--- src/rtl/operand_feeder.sv ---
// Operand feeder: packs 64 byte pairs into the A/B lane vectors of a dot-product core,
// waits CORE_LAT cycles, then holds the captured result. Option: OPERAND_FEEDER_SHORT_FRAME_EN.
module operand_feeder #(
   parameter int unsigned CORE_LAT = 2
) (
   input  logic               clk,
   input  logic               rst_n,
   input  logic               in_valid,
   output logic               in_ready,
   input  logic [7:0]         in_a,
   input  logic [7:0]         in_b,
   input  logic               in_last,
   output logic [511:0]       A_VEC,
   output logic [511:0]       B_VEC,
   input  logic signed [23:0] core_result,
   output logic               res_valid,
   input  logic               res_ready,
   output logic signed [23:0] res_data,
   output logic               busy
);

   localparam int unsigned LANE_CNT_W = 6;
   localparam int unsigned WAIT_W     = (CORE_LAT < 1) ? 1 : $clog2(CORE_LAT + 1);
   localparam logic [LANE_CNT_W-1:0] LAST_LANE = LANE_CNT_W'(63);

   typedef enum logic [1:0] {
      LOAD = 2'd0,
      WAIT = 2'd1,
      RESP = 2'd2
   } state_t;

   state_t                  state;
   state_t                  state_d;
   logic [LANE_CNT_W-1:0]   lane_cnt;
   logic [LANE_CNT_W-1:0]   lane_d;
   logic [WAIT_W-1:0]       wait_cnt;
   logic                    accept;
   logic                    frame_end;
   logic                    wait_done;
   logic                    res_hs;
   logic                    in_ready_d;
   logic                    res_valid_d;
   logic                    busy_d;

   // in_ready/res_valid are only ever high in LOAD/RESP, so the two handshakes are exclusive
   assign accept    = in_valid && in_ready && (state == LOAD);
   assign res_hs    = res_valid && res_ready && (state == RESP);
   assign wait_done = (wait_cnt == WAIT_W'(CORE_LAT));

`ifdef OPERAND_FEEDER_SHORT_FRAME_EN
   assign frame_end = (lane_cnt == LAST_LANE) || in_last;
`else
   assign frame_end = (lane_cnt == LAST_LANE);
   logic unused_in_last;
   assign unused_in_last = in_last;
`endif

   // State register
   always_ff @(posedge clk or posedge rst_n) begin
      if (rst_n) state <= LOAD;
      else       state <= state_d;
   end

   // Next-state logic
   always_comb begin
      state_d = state;
      case (state)
         LOAD:    if (accept && frame_end) state_d = WAIT;
         WAIT:    if (wait_done)           state_d = RESP;
         RESP:    if (res_hs)              state_d = LOAD;
         default:                          state_d = LOAD;
      endcase
   end

   // Output/next-value logic; the lane counter parks on the final lane until the result drains
   always_comb begin
      lane_d = lane_cnt;
      if (res_hs)                     lane_d = '0;
      else if (accept && !frame_end)  lane_d = lane_cnt + LANE_CNT_W'(1);
      in_ready_d  = (state_d == LOAD);
      res_valid_d = (state_d == RESP);
      busy_d      = (state_d != LOAD) || (lane_d != '0);
   end

   // Datapath and registered outputs
   always_ff @(posedge clk or posedge rst_n) begin
      if (rst_n) begin
         lane_cnt  <= '0;
         wait_cnt  <= '0;
         A_VEC     <= '0;
         B_VEC     <= '0;
         res_data  <= '0;
         res_valid <= 1'b0;
         in_ready  <= 1'b0;
         busy      <= 1'b0;
      end else begin
         lane_cnt  <= lane_d;
         in_ready  <= in_ready_d;
         res_valid <= res_valid_d;
         busy      <= busy_d;
         if (accept) begin
            A_VEC[{lane_cnt, 3'b000} +: 8] <= in_a;
            B_VEC[{lane_cnt, 3'b000} +: 8] <= in_b;
            wait_cnt <= '0;
         end
         if (state == WAIT) begin
            if (wait_done) res_data <= core_result;
            else           wait_cnt <= wait_cnt + WAIT_W'(1);
         end
         if (res_hs) begin
            A_VEC <= '0;
            B_VEC <= '0;
         end
      end
   end

endmodule

--- config.mk ---
export PLATFORM = sky130hd
export DESIGN_NAME = operand_feeder
export DESIGN_NICKNAME = d
export VERILOG_FILES = /design/src/rtl/operand_feeder.sv
export SDC_FILE = /design/constraint.sdc
export NUM_CORES = 2
export LEC_CHECK = 0
export ABC_AREA = 1
export CORE_AREA = 5 5 419 421
export DETAILED_ROUTE_END_ITERATION = 16
export DIE_AREA = 0 0 424 426
export HOLD_SLACK_MARGIN = 0.08
export SYNTH_ARGS = -nofsm -noshare
export SYNTH_HDL_FRONTEND = slang
export SYNTH_SLANG_ARGS = --single-unit
--- constraint.sdc ---
create_clock -name clk -period 48 [get_ports clk]
set_input_delay 14.4 -clock clk [delete_from_list [all_inputs] [get_ports clk]]
set_output_delay 14.4 -clock clk [all_outputs]
set_load 0.005 [all_outputs]
# After elaboration in Yosys (flattened, before gate mapping)
# Index checks and enable logic that the tools add are counted.
[classes]
add_sub_neg = 3
n_mul = 0
div = 0
n_lt_le_gt_ge = 0
eq_ne = 5
shifts = 3
muxes = 15
bitwise = 0
n_reduce_logical = 14
[op_table]
columns = ["cell", "n"]
rows = [
  ["$mux W512", 4],
  ["$bwmux W512", 2],
  ["$shiftx A8 B11 Y512", 2],
  ["$shift A8 B11 Y512 const A", 1],
  ["$mux W2", 6],
  ["$mux W6", 2],
  ["$neg A9 Y11", 1],
  ["$add A6 B1 Y6 const B", 1],
  ["$eq A2 B2 Y1 const B", 3],
  ["$eq A6 B6 Y1 const B", 1],
  ["$logic_and A1 B1 Y1", 6],
  ["$pmux W2 S3", 1],
  ["$reduce_bool A6 Y1", 1],
  ["$logic_not A2 Y1", 2],
  ["$reduce_bool A2 Y1", 2],
  ["$add A2 B1 Y2 const B", 1],
  ["$eq A2 B1 Y1 const B", 1],
  ["$reduce_and A2 Y1", 1],
  ["$logic_not A1 Y1", 1],
  ["$logic_or A1 B1 Y1", 1],
]
[totals]
reg_bits = 1061
latchBits = 0
ram_bits = 0
mem_bits_ro = 0
input_bits = 45
output_inout_bits = 1051
word_cells = 49
memories = 0

# Logic depth before layout (Yosys ltp)
[depth]
depth_word = 7
mapped_depth = 16
mapped_depth_nobuf = 15

# Worst setup path after synthesis
# Ideal clock, no wire load.
[synth_path]
kind = "input to register"
from = "in in_valid"
to = "reg A_VEC[216]"
setup_time_ns = 0.118
arrival_time_ns = 15.837
required_time_ns = 47.882
path_slack_ns = 32.045
cell_stages = 8
n_path_buf = 3
path_cell_list = "nand4_2 -> inv_2 -> buf_2 -> buf_4 -> nand2_1 -> buf_2 -> nand3_1 -> nand2_1"
[synth_between]
elab_chain_cells = 3
[synth_rtl]
columns = ["item", "line_no", "source"]
rows = [
  ["from (decl)", "8", "input logic in_valid,"],
  ["$logic_and A1 B1 Y1 (2 in a row)", "46", "assign accept = in_valid && in_ready && (state == LOAD);"],
  ["$reduce_bool A2 Y1 (no line)", "--", ""],
  ["to (signal, indexed assignment)", "102", "A_VEC[{lane_cnt, 3'b000} +: 8] <= in_a;"],
  ["to (decl)", "13", "output logic [511:0] A_VEC,"],
]
# No other way between the ends.
# A chain may end at the register's enable or synchronous reset.

==> reports/results.ini <==
[timing]
skew_ns=0.0550
slew_violations=0
tns_ns=0
hold_slack_ns=0.474
worst_pin_slew_ns=1.44
setup_viol=0
post-route-period-util_pct=38.1
fmaxAchievable_ghz=0.0547
hold_violations=0
period_minus_slack_ns=18.27
rsz0062_at_grt=no
relSlewSlack_pct=3.75

[finish]
finalInstanceArea_sq_um=61500
nets=6035
layout_common_cells=1,585 x nand2_1, 1,094 x clkdlybuf4s50_1, 1,071 x nand3_1, 1,061 x dfrtp_1, 286 x o21ai_0
syn_to_final_growth_pct=38.4
drive_above_1_share_pct=7.11
layout_commonest_cell=nand2_1
post-route-util_pct=35.9

[logic_synthesis]
synth_area_sq_um=44400
synth_top_family_by_area=simple AND/OR/NAND/NOR gates
syn_nets=5071
synth_fa_ha_area_share_pct=0.113
synthCells=5022
ys_seq_area_share_pct=59.8
synth-xor-area-share_pct=0.121
yosysUniqueCellTypes=37
synth-compound-area-share_pct=3.99
yosys_warnings=0
synthSimpleGateAreaFrac_pct=30.7
synth.area.mux_share_pct=0.609
ys_ff_latch=1061
syn_avg_cell_area_sq_um=8.84

[routing]
drt_wl_total_um=222000
routedWlPerCell_um=26.7
routed_via_density=4.93
drt_pass1_iterations=5
drt-initial-drc-count=4361
ant_nets=0
vias=41100
drc=0

[floorplan]
start_util_pct=26.0
die_h_um=426
io_pins=1096
core_area_sq_um=171000
dieArea_sq_um=181000
core.rowCount=152
fp.dieW_um=424

[min_path]
min_from=A_VEC[286]
hold_depth=2
hp-class=flip-flop to flip-flop
hold_path_end=A_VEC[286]

[grt]
grt_pass1_wl_um=308000
grt_max_degree=222
antenna_found_initial=5
grt_pass1_vias=40300
grt_overflow=0
track_usage_pct=23.6

[pwr]
vdd_ir_drop_max_v=0.0000380
p_leak_nw=29.6
p_per_area_nw_per_um2=51.7
power_mw=3.17

[clock_tree]
htreeDepth=3
cts_made_buffers=117
ctsHoldBuffers=0
post_cts_buffers=0
max-clock-path-buffers=3
cts_sinks=1061
clk_latency_ns=0.80
cts_resized=0
clkTransAtPathRegs_ns=0.06
root_buffer=clkbuf_16
cts_tree=built

[setup_path]
crit_path_end_kind=asynchronous set/reset pin
ff2ff_setup_slack_ns=42.72
crit_path_frequent_cell=buf_4
reg2reg_depth=9
crit_slowest_cell=buf_4
r2r_end=A_VEC[64]
cp_cell_sequence=clkdlybuf4s50_1 -> inv_8 -> buf_4 -> buf_4 -> buf_4 -> buf_4
critical_path.max_fanout=118
required_ns=48.78
worstSetupStartpointType=input port
worstReg2RegStart=lane_cnt[0]
slowest_delay_ns=0.85
crit_arrival_ns=19.05
path_class=input port to asynchronous set/reset pin

[placed_design]
io_buffers=1094
placed_area_sq_um=57400
hpwl_um=166000
gp_congestion=0.908

[outcome]
status=complete, no violations

[job]
drv_cap=0

where the power goes:
part / switching [mW] / leakage [nW] / internal, mW
clock network: 0.408 / 2.03 / 0.565
logic: 0.566 / 13.2 / 0.431
registers: 0.123 / 14.4 / 1.08
total: 1.10 / 29.6 / 2.08
stage by stage:
stage / setup slack, ns / cells
6_report: 29.73 / 8320
5_1_grt: 29.05 / 8319
4_1_cts: 29.67 / 8319
3_5_place_dp: 28.76 / 8100
3_3_place_gp: 28.83 / 8100
2_1_floorplan: 3.73 / 5022
Yosys cell counts:
cell type / count / area [sq um]
a21oi_1: 4 / 20.0
buf_1: 34 / 128
buf_2: 69 / 345
buf_4: 9 / 67.6
buf_6: 11 / 124
clkbuf_1: 190 / 713
clkinv_1: 2 / 7.51
dfrtp_1: 1061 / 26600
ha_1: 4 / 50.1
inv_1: 150 / 563
inv_2: 30 / 113
inv_4: 2 / 12.5
mux2_2: 24 / 270
nand2_1: 1586 / 5950
nand2_2: 19 / 119
nand2_4: 9 / 101
nand3_1: 1072 / 5370
nand3_2: 9 / 90.1
nand3b_1: 1 / 7.51
nand4_1: 16 / 100
nand4_2: 3 / 37.5
nand4_4: 3 / 63.8
nor2_1: 285 / 1070
nor2_2: 20 / 125
nor2_4: 23 / 259
nor2_8: 6 / 120
nor3_1: 18 / 90.1
nor3_2: 4 / 40.0
nor3_4: 3 / 48.8
nor4_1: 6 / 37.5
o21ai_0: 286 / 1430
o21ai_1: 51 / 255
o21ai_2: 4 / 35.0
o31ai_1: 3 / 22.5
o32ai_1: 1 / 8.76
xor2_1: 3 / 26.3
xor2_4: 1 / 27.5
logic make-up (layout without fill, tap and decap cells):
logic type / count (synthesis) / in the layout
compound gates: 349 / 349
xor+xnor: 4 / 4
fa+ha+maj: 4 / 4
buf+inv: 497 / 1561
flops: 1061 / 1061
mux: 24 / 24
other cells: 0 / 1
simple gates: 3083 / 3083
final cells by class:
type | count | area [sq um]
inverters | 184 | 713
multi-input cells | 3464 | 15800
flip-flops and latches | 1061 | 26600
fillers | 17600 | 110000
clock buffers | 163 | 3350
well taps | 2233 | 2790
repair buffers | 1158 | 11500
clock inverters | 56 | 742
diodes | 1 | 2.50
flip-flops by register name, indices dropped and copies added (netlist names):
name / cells
res_data: 24
wait_cnt: 2
B_VEC: 512
lane_cnt: 6
busy: 1
A_VEC: 512
res_valid: 1
in_ready: 1
state: 2
metal layers:
layer / wire length, um / track usage [%] / share of wire (%) / vias up
met5: 12 / 0 / 0.0054 / -
met4: 14300 / 13.4 / 6.4 / 2
met3: 17000 / 5.90 / 7.6 / 436
met2: 110000 / 40.8 / 49 / 1819
met1: 81100 / 26.7 / 37 / 20500
li1: - / - / - / 18300
worst max-delay path: cells and delay by family:
kind                   cells  cell delay, ns
buffers and inverters      6            4.34
worst max-delay path by stage:
stage	startpoint	to	depth (start not counted)
after global routing	rst_n	A_VEC[112]	6
final	rst_n	A_VEC[97]	6
after CTS	rst_n	A_VEC[215]	6
after floorplan	rst_n	A_VEC[0]	1
after detailed placement	rst_n	A_VEC[97]	6
after global placement	rst_n	A_VEC[112]	6
No activity file was read; power rests on OpenSTA's default activity.
